File: src/rtl/axis_fifo.sv
// ============================================================================
// axis_fifo : AXI-stream FIFO, first-word fall-through, optional packet mode
// Rev 1.0
// ============================================================================
`timescale 1ns/1ps
`default_nettype none

module axis_fifo #(
  parameter int DATA_WIDTH  = 32,
  parameter int DEPTH       = 16,
  parameter int PACKET_MODE = 0
) (
  input  logic                       clk,
  input  logic                       rst_n,
  input  logic [DATA_WIDTH-1:0]      s_data,
  input  logic                       s_valid,
  input  logic                       s_last,
  output logic                       s_ready,
  output logic [DATA_WIDTH-1:0]      m_data,
  output logic                       m_valid,
  output logic                       m_last,
  input  logic                       m_ready,
  output logic [$clog2(DEPTH):0]     count,
  output logic [$clog2(DEPTH):0]     pkt_count
);

  localparam int AW = $clog2(DEPTH);
  localparam int CW = AW + 1;
  localparam logic [CW-1:0] C_FULL = CW'(DEPTH);

  logic [DATA_WIDTH:0] r_mem [DEPTH];
  logic [AW-1:0]       r_wr_ptr;
  logic [AW-1:0]       r_rd_ptr;
  logic [CW-1:0]       r_count;
  logic [CW-1:0]       r_pkt_count;
  logic                r_ready_en;
  logic                w_push;
  logic                w_pop;
  logic                w_m_valid;
  logic [DATA_WIDTH:0] w_head;

  // Holds s_ready low until the first edge after reset is released
  always_ff @(posedge clk or negedge rst_n) begin
    if (!rst_n) r_ready_en <= 1'b0;
    else        r_ready_en <= 1'b1;
  end

  assign s_ready = r_ready_en && (r_count != C_FULL);
  assign w_push  = s_valid && s_ready;
  assign w_pop   = w_m_valid && m_ready;
  assign w_head  = r_mem[r_rd_ptr];

  generate
    if (PACKET_MODE != 0) begin : g_packet
      // Full fallback releases oversize packets so the FIFO cannot deadlock
      assign w_m_valid = (r_count != '0) && ((r_pkt_count != '0) || (r_count == C_FULL));
    end else begin : g_word
      assign w_m_valid = (r_count != '0);
    end
  endgenerate

  assign m_valid   = w_m_valid;
  assign m_data    = w_head[DATA_WIDTH-1:0];
  assign m_last    = w_m_valid && w_head[DATA_WIDTH];
  assign count     = r_count;
  assign pkt_count = r_pkt_count;

  always_ff @(posedge clk) begin
    if (w_push) r_mem[r_wr_ptr] <= {s_last, s_data};
  end

  always_ff @(posedge clk or negedge rst_n) begin
    if (!rst_n) begin
      r_wr_ptr    <= '0;
      r_rd_ptr    <= '0;
      r_count     <= '0;
      r_pkt_count <= '0;
    end else begin
      if (w_push) r_wr_ptr <= r_wr_ptr + 1'b1;
      if (w_pop)  r_rd_ptr <= r_rd_ptr + 1'b1;
      case ({w_push, w_pop})
        2'b10:   r_count <= r_count + 1'b1;
        2'b01:   r_count <= r_count - 1'b1;
        default: r_count <= r_count;
      endcase
      case ({w_push && s_last, w_pop && m_last})
        2'b10:   r_pkt_count <= r_pkt_count + 1'b1;
        2'b01:   r_pkt_count <= r_pkt_count - 1'b1;
        default: r_pkt_count <= r_pkt_count;
      endcase
    end
  end

`ifndef SYNTHESIS
  a_no_push_full: assert property (@(posedge clk) disable iff (!rst_n)
    w_push |-> (r_count != C_FULL));
  a_no_pop_empty: assert property (@(posedge clk) disable iff (!rst_n)
    w_pop |-> (r_count != '0));
  a_hold_stable: assert property (@(posedge clk) disable iff (!rst_n)
    (m_valid && !m_ready) |=> (m_valid && $stable(m_data) && $stable(m_last)));
  a_occupancy: assert property (@(posedge clk) disable iff (!rst_n)
    (r_count <= C_FULL) && (r_pkt_count <= r_count));
`endif

endmodule

`default_nettype wire

File: config.mk
export PLATFORM = sky130hd
export DESIGN_NAME = axis_fifo
export DESIGN_NICKNAME = d
export VERILOG_FILES = /design/src/rtl/axis_fifo.sv
export SDC_FILE = /design/constraint.sdc
export NUM_CORES = 1
export LEC_CHECK = 0
export ABC_CLOCK_PERIOD_IN_PS = 3600
export CAP_MARGIN = 10
export CORE_ASPECT_RATIO = 0.6
export CORE_MARGIN = 4
export CORE_UTILIZATION = 30
export DETAILED_ROUTE_END_ITERATION = 12
export GPL_TIMING_DRIVEN = 1
export PLACE_DENSITY_LB_ADDON = 0.05
export SETUP_SLACK_MARGIN = 0.4
export SLEW_MARGIN = 40
export SYNTH_ARGS = -nofsm -noshare
export SYNTH_HDL_FRONTEND = slang
export SYNTH_SLANG_ARGS = --single-unit
export TNS_END_PERCENT = 5
File: constraint.sdc
create_clock -name clk -period 3.6 [get_ports clk]
set_input_delay 1.08 -clock clk [delete_from_list [all_inputs] [get_ports clk]]
set_output_delay 1.08 -clock clk [all_outputs]
set_load 0.01 [all_outputs]
==> results of run 1 <==
-- critical path: stages, from the launching register on --
cell,delay [ps]
dfrtp_4,540
buf_6,150
buf_16,130
buf_16,140
buf_12,130
mux4_2,420
a22o_1,230
a221o_1,290
buf_2,160
-- worst max-delay path by stage --
stage,to,slack (ps),cells past startpoint
6_report,m_data[17],-290,8
3_5_place_dp,count[4],30,9
3_3_place_gp,count[4],40,10
4_1_cts,m_data[17],-360,8
2_1_floorplan,r_mem[7][0],-60,4
5_1_grt,m_data[17],-370,8
-- cell type report --
class | instances | area (um^2) | area share (%)
Multi-Input combinational cell | 310 | 4540 | 17.6
Clock buffer | 69 | 1430 | 5.53
Inverter | 12 | 45.0 | 0.174
Clock inverter | 29 | 209 | 0.809
Timing Repair Buffer | 182 | 2130 | 8.24
Sequential cell | 547 | 16300 | 63.2
Tap cell | 912 | 1140 | 4.42
-- cell usage after synthesis, drive strengths merged, types with 2 or more instances --
master | instances | area share (%)
edfxtp | 528 | 75
mux4 | 130 | 14
a221o | 33 | 1.6
a22o | 32 | 1.3
buf | 28 | 0.93
clkbuf | 21 | 0.39
dfrtp | 19 | 2.3
nor2 | 16 | 0.29
nand2 | 15 | 0.27
ha | 13 | 0.77
inv | 12 | 0.21
xnor2 | 9 | 0.38
o21ai | 8 | 0.19
nor3 | 7 | 0.17
a21oi | 5 | 0.12
mux2i | 5 | 0.24
nor2b | 4 | 0.12
mux2 | 3 | 0.16
nand2b | 3 | 0.089
xor2 | 3 | 0.13
a21o | 2 | 0.071
and2 | 2 | 0.060
fa | 2 | 0.19
nor3b | 2 | 0.071
nor4 | 2 | 0.089
o311ai | 2 | 0.083
-- cells by family after synthesis --
| family | after synthesis | share of synthesized area, % |
|---|---|---|
| fa+ha+maj | 15 | 0.965 |
| other cells | 1 | 0.0178 |
| xor+xnor | 12 | 0.500 |
| simple gates | 57 | 1.34 |
| compound gates | 87 | 3.58 |
| flops | 547 | 77.7 |
| buf+inv | 61 | 1.54 |
| mux | 138 | 14.3 |
-- where the power goes --
part / total, mW / switching, mW / internal (mW)
Sequential: 7.67 / 0.272 / 7.40
Combinational: 6.94 / 3.31 / 3.63
Clock: 5.37 / 2.36 / 3.00
Total: 20.0 / 5.95 / 14.0
-- registers in the layout, indices dropped and copies added, names as in the netlist --
name	flops
count	5
pkt_count	5
r_mem	528
r_rd_ptr	4
r_ready_en	1
r_wr_ptr	4
-- per-layer routing --
layer | wire (um) | GRT usage [%] | share of wire (%) | vias up
met5 | 0 | 0 | 0 | -
met4 | 816 | 3.11 | 1.5 | 0
met3 | 1810 | 2.48 | 3.3 | 62
met2 | 24300 | 22.5 | 45 | 146
met1 | 27200 | 22.5 | 50 | 5419
li1 | - | - | - | 4302
-- metrics by stage --
stage               total power [mW]  utilization, %
global route                    21.1            37.6
global placement                14.6            34.7
CTS                             20.4            37.6
detailed placement              14.6            34.7
finish                          20.0            37.6
floorplan                       11.6               -
-- timing repair --
item / 4_1_cts / 5_1_grt
gates resized for setup: 141 / 10
pin swaps: 26 / 7
setup endpoints to repair: 37 / 37
cloned: 5 / 0
setup buffers: 25 / 0
==> results.py, run 1 <==
metrics = {
    "run_status": {
        "status": "finished with violations",
        "violations": "negative setup slack",
    },
    "flow_run": {
        "max_cap_violations": 0,
    },
    "logic_synthesis": {
        "ys_seq_area_share_pct": 77.7,
        "synth_nets": 970,
        "synth_warnings": 0,
        "syn_avg_cell_area_um2": 22.9,
        "synth-main-ff-cell": "edfxtp_1",
        "ys_seq_elements": 547,
        "synthesis.area_um2": 21000,
        "synth_edf_count": 528,
        "ys_async_sr_fraction_pct": 3.47,
        "synth.distinct_cells": 43,
        "synthCells": 918,
    },
    "timing": {
        "maxSlewViolCount": 0,
        "tns_ps": -4340,
        "fin_hold_ws_ps": 525,
        "slew_headroom_pct": 54.7,
        "finalClockSkew_ps": 14.2,
        "fmax_ghz": 0.257,
        "min_period_over_period_pct": 108,
        "worstMarginPinSlew_ps": 677,
        "setup_violations": 33,
        "layout_setup_ws_ps": -288,
        "rsz0062_at_grt": "true",
        "hold_violations": 0,
        "final_period_minus_worst_setup_slack_ps": 3890,
    },
    "clock_tree": {
        "clk_latency_ps": 610,
        "cts_max_level": 2,
        "cts_tree": "built",
        "path_clk_slew_ps": 70,
        "ctsLongestPathBuffers": 3,
        "cts_buffers": 54,
        "cts.sinks": 547,
        "cts_hold_buf": 0,
        "root_buffer": "clkbuf_16",
    },
    "die": {
        "design.die.area_um2": 74500,
        "coreArea_um2": 68700,
        "ios": 82,
        "die_h_um": 213,
        "die_w_um": 350,
        "std_cell_rows": 74,
        "start_util_pct": 30.6,
    },
    "global_routing": {
        "grt_pass1_wl_um": 78500,
        "antenna_found_initial": 0,
        "grt_pass1_vias": 10501,
        "grt.overflow.total": 0,
        "track_usage_pct": 14.8,
        "grt_max_degree": 48,
    },
    "place": {
        "numPlacedInstances": 1933,
        "gp_congestion": 0.657,
        "post-place-ws_ps": 30.3,
        "port_buffers": 81,
        "dpl.hpwl_um": 29700,
        "postPlaceCellArea_um2": 23800,
    },
    "drt": {
        "wirelength_um": 54200,
        "drtIter0Drc": 672,
        "drc": 0,
        "wire_per_inst_um": 26.3,
        "ant_nets": 0,
        "dr_total_vias": 9929,
        "vias_per_cell": 4.82,
        "first_pass_iters": 5,
    },
    "worst_setup_path": {
        "crit_type": "flop to output pin",
        "worstSetupStartpoint": "r_rd_ptr[0]",
        "r2r_start": "r_rd_ptr[0]",
        "rr_worst_depth": 13,
        "cp-end-kind": "output pin",
        "crit_required_ps": 2520,
        "rrSetupSlack_ps": 520,
        "cp_max_fo": 7,
        "r2r_end": "pkt_count[4]",
        "arrival_ps": 2810,
        "critPathLaunchType": "flop",
    },
    "power": {
        "power_density_nw_per_um2": 773,
        "peakVddDrop_uv": 371,
        "p_leak_nw": 8.31,
    },
    "cells_and_area": {
        "drive_above_1_share_pct": 31.2,
        "final_cells": 2061,
        "final_cell_mix": "edfxtp_1 (528), mux4_2 (130), clkbuf_16 (55)",
        "final_common_cell": "edfxtp_1",
        "final_nets": 1159,
        "syn_to_final_growth_pct": 22.9,
        "fillers": 6235,
        "design_area_um2": 25800,
        "diodes": 0,
    },
    "hold_path": {
        "hold_path_class": "flop to flop",
        "min_path_cells": 2,
        "hold_start": "pkt_count[3]",
        "min_to": "pkt_count[3]",
    },
}
Power figures use the tool's default switching activity.
==> run 2, diff against run 1 <==
--- a/config.mk
+++ b/config.mk
@@ -9,7 +9,7 @@
 export CAP_MARGIN = 10
 export CORE_ASPECT_RATIO = 0.6
 export CORE_MARGIN = 4
-export CORE_UTILIZATION = 30
+export CORE_UTILIZATION = 25
 export DETAILED_ROUTE_END_ITERATION = 12
 export GPL_TIMING_DRIVEN = 1
 export PLACE_DENSITY_LB_ADDON = 0.05
==> results.py, run 2 (synthesized netlist as in run 1, its figures left out) <==
metrics = {
    "run_status": {
        "status": "finished with violations",
        "violations": "negative setup slack",
    },
    "timing": {
        "rsz0062_at_grt": "true",
        "layout_setup_ws_ps": -288,
        "tns_ps": -5020,
        "worstMarginPinSlew_ps": 721,
        "finalClockSkew_ps": 22.7,
        "slew_headroom_pct": 51.8,
        "final_period_minus_worst_setup_slack_ps": 3890,
        "fin_hold_ws_ps": 525,
        "fmax_ghz": 0.257,
        "maxSlewViolCount": 0,
        "setup_violations": 33,
        "hold_violations": 0,
        "min_period_over_period_pct": 108,
    },
    "cells_and_area": {
        "final_nets": 1176,
        "diodes": 0,
        "seqCellArea_um2": 16300,
        "largest_register_ffs": 528,
        "largest-register": "r_mem",
        "final_cell_mix": "edfxtp_1 (528), mux4_2 (130), clkbuf_16 (55)",
        "fillers": 7961,
        "final_common_cell": "edfxtp_1",
        "multi_input_area_um2": 4550,
        "drive_above_1_share_pct": 33.1,
        "syn_to_final_growth_pct": 25.6,
    },
    "drt": {
        "dr_total_vias": 10037,
        "first_pass_iters": 4,
        "wirelength_um": 58700,
        "ant_nets": 0,
        "vias_per_cell": 4.36,
        "wire_per_inst_um": 25.5,
        "drc": 0,
        "drtIter0Drc": 581,
    },
    "clock_tree": {
        "clk_latency_ps": 620,
        "cts.sinks": 547,
        "cts_hold_buf": 0,
        "root_buffer": "clkbuf_16",
        "cts_buffers": 55,
        "cts_tree": "built",
        "ctsLongestPathBuffers": 3,
        "path_clk_slew_ps": 60,
        "cts_max_level": 2,
    },
    "die": {
        "start_util_pct": 25.2,
        "coreArea_um2": 83400,
        "die_w_um": 382,
        "design.die.area_um2": 88900,
        "die_h_um": 233,
        "std_cell_rows": 82,
        "ios": 82,
    },
    "global_routing": {
        "grt_pass1_vias": 10872,
        "use_met3_pct": 2.20,
        "grt_use_met1_pct": 20.2,
        "antenna_found_initial": 1,
        "grt_max_degree": 43,
        "grt_pass1_wl_um": 84100,
        "top_usage_layer": "met1",
        "grt.overflow.total": 0,
        "met2_usage_pct": 20.0,
        "track_usage_pct": 13.3,
    },
    "worst_setup_path": {
        "arrival_ps": 2810,
        "crit_required_ps": 2520,
        "cp_cell_sequence": "buf_12, buf_12, buf_16, buf_6, mux4_2, a22o_1, a221o_1, buf_2",
        "crit_type": "flop to output pin",
        "critPathMaxStageDelay_ps": 540,
        "cp_max_fo": 7,
        "cp-end-kind": "output pin",
        "slowest_stage": "dfrtp_4",
        "critPathLaunchType": "flop",
        "crit_path_frequent_cell": "buf_12",
    },
    "place": {
        "port_buffers": 81,
        "post-place-ws_ps": -55.1,
        "gp_congestion": 0.680,
        "dpl.hpwl_um": 32100,
    },
    "flow_run": {
        "max_cap_violations": 0,
    },
    "hold_path": {
        "hold_path_class": "flop to flop",
    },
    "power": {
        "peakVddDrop_uv": 314,
        "p_leak_nw": 8.45,
        "power_density_nw_per_um2": 784,
    },
}
[run 2: cell count changes in the layout (fill, tap and decap cells not counted), sizes merged, moves of 2 or more]
cell / before / now
buf: 123 / 149
bufinv: 3 / 6
bufbuf: 3 / 1
clkdlybuf4s15: 2 / 0
dlygate4sd2: 5 / 2
[run 2: metrics by stage]
step | instance area, um^2 | total power, mW | std cells | utilization (%)
2_1_floorplan | 21000 | 11.6 | 918 | -
3_3_place_gp | 24200 | 14.8 | 2161 | 29.0
3_5_place_dp | 24200 | 14.8 | 2161 | 29.0
4_1_cts | 26300 | 21.1 | 2296 | 31.6
5_1_grt | 26400 | 21.8 | 2300 | 31.6
6_report | 26400 | 20.7 | 2300 | 31.6
[run 2: critical path, delay by kind of cell (launching register included)]
family / cells / cell delay, ps
AOI/OAI and AO/OA: 2 / 590
buffers and inverters: 5 / 670
DFF: 1 / 540
muxes: 1 / 400
[run 2: final timing paths]
check                              from            to  slack, ps  depth (start not counted)
max                         r_rd_ptr[0]     m_data[2]       -290                          8
min                        pkt_count[3]  pkt_count[3]        530                          2
max reg2reg                 r_rd_ptr[0]  pkt_count[4]        300                         16
min reg2reg                pkt_count[3]  pkt_count[3]        530                          2
max in group asynchronous         rst_n  pkt_count[1]       2100                          2
min in group asynchronous         rst_n   r_wr_ptr[1]        900                          1
[run 2: where the power goes]
part / leakage [nW] / internal (mW) / switching (mW) / total [mW]
Clock: 0.843 / 3.22 / 2.44 / 5.67
Combinational: 2.63 / 3.82 / 3.52 / 7.33
Sequential: 4.98 / 7.40 / 0.291 / 7.69
[run 2: routing by layer]
metal | up-vias | share of wire [%]
li1 | 4347 | -
met1 | 5473 | 52
met2 | 139 | 44
met3 | 78 | 3.0
met4 | 0 | 1.6
met5 | - | 0
[run 2: what timing repair did]
item                                    4_1_cts  5_1_grt
cloned                                        5        0
gates resized for setup                     164        9
endpoints found under the setup margin       37       37
pin swaps                                    35        8
setup buffers                                31        4
hold endpoints to repair                      0        0
[run 2: final cells by class]
cell class	instances	share of cell area, %
tap	1134	5.38
timing repair buffer	198	8.79
clock inverter	30	1.09
multi-input combinational	310	17.2
sequential	547	61.9
inverter	12	0.171
clock buffer	69	5.42
==> run 3, diff against run 2 <==
--- a/config.mk
+++ b/config.mk
@@ -9,12 +9,12 @@
 export CAP_MARGIN = 10
 export CORE_ASPECT_RATIO = 0.6
 export CORE_MARGIN = 4
-export CORE_UTILIZATION = 25
+export CORE_UTILIZATION = 32
 export DETAILED_ROUTE_END_ITERATION = 12
 export GPL_TIMING_DRIVEN = 1
 export PLACE_DENSITY_LB_ADDON = 0.05
 export SETUP_SLACK_MARGIN = 0.4
-export SLEW_MARGIN = 40
+export SLEW_MARGIN = 10
 export SYNTH_ARGS = -nofsm -noshare
 export SYNTH_HDL_FRONTEND = slang
 export SYNTH_SLANG_ARGS = --single-unit
==> results.py, run 3 (synthesized netlist as in run 1, its figures left out) <==
metrics = {
    "run_status": {
        "status": "finished with violations",
        "violations": "negative setup slack",
    },
    "drt": {
        "dr_wl_met2_um": 24000,
        "wire_per_inst_um": 26.9,
        "wl_met3_um": 2210,
        "vias_per_cell": 5.01,
        "wl_met1_um": 27300,
        "ant_nets": 0,
        "drtIter0Drc": 829,
        "wirelength_um": 54200,
        "first_pass_iters": 5,
        "top_layer_used": "met4",
        "drc": 0,
        "dr_total_vias": 10107,
    },
    "die": {
        "die_h_um": 206,
        "std_cell_rows": 72,
        "ios": 82,
        "coreArea_um2": 64700,
        "design.die.area_um2": 70000,
        "die_w_um": 339,
        "start_util_pct": 32.5,
    },
    "clock_tree": {
        "ctsLongestPathBuffers": 3,
        "cts_buffers": 54,
        "cts_tree": "built",
        "root_buffer": "clkbuf_16",
        "clk_latency_ps": 620,
        "cts_max_level": 2,
        "path_clk_slew_ps": 70,
        "cts_hold_buf": 0,
        "cts.sinks": 547,
    },
    "power": {
        "p_leak_nw": 8.51,
        "p_int_mw": 14.6,
        "power_density_nw_per_um2": 796,
        "seq_power_share_pct": 37.0,
        "power_switching_mw": 6.21,
        "peakVddDrop_uv": 377,
        "clock_power_share_pct": 28.6,
        "switching_share_pct": 29.8,
        "comb_power_share_pct": 34.4,
    },
    "global_routing": {
        "grt.overflow.total": 0,
        "grt_max_degree": 29,
        "track_usage_pct": 15.7,
        "grt_pass1_vias": 10669,
        "antenna_found_initial": 1,
        "grt_pass1_wl_um": 78900,
    },
    "timing": {
        "slew_headroom_pct": 56.9,
        "layout_setup_ws_ps": -203,
        "finalClockSkew_ps": 22.8,
        "fmax_ghz": 0.263,
        "tns_ps": -4260,
        "maxSlewViolCount": 0,
        "final_period_minus_worst_setup_slack_ps": 3800,
        "min_period_over_period_pct": 106,
        "setup_violations": 33,
        "rsz0062_at_grt": "true",
        "hold_violations": 0,
        "worstMarginPinSlew_ps": 644,
        "fin_hold_ws_ps": 543,
    },
    "flow_run": {
        "max_cap_violations": 0,
    },
    "worst_setup_path": {
        "rr_worst_depth": 14,
        "rrSetupSlack_ps": 450,
        "critPathMaxStageDelay_ps": 560,
        "crit_path_frequent_cell": "buf_12",
        "cp_cell_sequence": "buf_12, buf_12, buf_16, mux4_2, a22o_1, a221o_1, buf_2",
        "r2r_end": "pkt_count[4]",
        "crit_type": "flop to output pin",
        "slowest_stage": "dfrtp_4",
        "crit_required_ps": 2520,
        "r2r_start": "r_rd_ptr[0]",
        "arrival_ps": 2720,
        "cp_max_fo": 7,
        "critPathLaunchType": "flop",
        "cp-end-kind": "output pin",
    },
    "cells_and_area": {
        "final_cells": 2019,
        "fillers": 5689,
        "post-route-util_pct": 40.5,
        "largest-register": "r_mem",
        "drive_above_1_share_pct": 34.8,
        "seqCellArea_um2": 16300,
        "final_nets": 1175,
        "final_common_cell": "edfxtp_1",
        "final_cell_mix": "edfxtp_1 (528), mux4_2 (130), buf_4 (56)",
        "syn_to_final_growth_pct": 24.5,
        "multi_input_area_um2": 4620,
        "largest_register_ffs": 528,
    },
    "hold_path": {
        "min_to": "pkt_count[2]",
        "hold_start": "pkt_count[2]",
        "min_path_cells": 2,
        "hold_path_class": "flop to flop",
    },
    "place": {
        "post-place-ws_ps": 28.5,
        "dpl.hpwl_um": 31000,
        "numPlacedInstances": 1888,
        "port_buffers": 81,
        "gp_congestion": 0.697,
    },
}
run 3: worst max path at each step:
stage,startpoint,end,slack [ps],cells after the start
2_1_floorplan,s_valid,r_mem[7][0],-60,4
5_1_grt,r_rd_ptr[0],m_data[21],-290,7
3_5_place_dp,m_ready,count[4],30,9
3_3_place_gp,s_valid,count[4],90,10
4_1_cts,r_rd_ptr[0],m_data[9],-290,7
6_report,r_rd_ptr[0],m_data[9],-200,7
run 3: final cells by class:
type / count / share of cell area [%]
antenna: 1 / 0.00956
clock buffer: 66 / 5.42
clock inverter: 34 / 1.65
inverter: 12 / 0.172
multi-input combinational: 310 / 17.6
sequential: 547 / 62.4
tap: 851 / 4.07
timing repair buffer: 198 / 8.60
run 3: power groups by stage:
stage / combinational [mW] / sequential [mW] / clock, mW
3_5_place_dp: 6.91 / 7.84 / 0
2_1_floorplan: 3.91 / 7.68 / 0
5_1_grt: 7.70 / 7.76 / 6.42
4_1_cts: 7.21 / 7.73 / 6.15
3_3_place_gp: 6.94 / 7.84 / 0
6_report: 7.17 / 7.72 / 5.96
run 3: routing by layer:
layer / GRT usage (%) / vias to the layer above
met5: 0 / -
met4: 3.23 / 0
met3: 2.79 / 58
met2: 23.7 / 174
met1: 23.8 / 5522
li1: - / 4353
run 3: critical path: cells and delay by family, from the launching register on:
| family | cells | cell delay [ps] |
|---|---|---|
| AO/OA/AOI/OAI | 2 | 530 |
| buffers and inverters | 4 | 580 |
| flip-flops | 1 | 560 |
| multiplexers | 1 | 440 |
run 3: timing repair:
item,in CTS,in global routing
cloned,5,0
gates resized for setup,164,19
pin swaps,41,8
setup endpoints to repair,37,37
buffers inserted,24,1
run 3: per-stage QoR:
step	cell area [um^2]	total power, mW
after detailed placement	23900	14.7
after global placement	23900	14.8
after global routing	26200	21.9
after floorplan	21000	11.6
final	26200	20.8
after CTS	26100	21.1
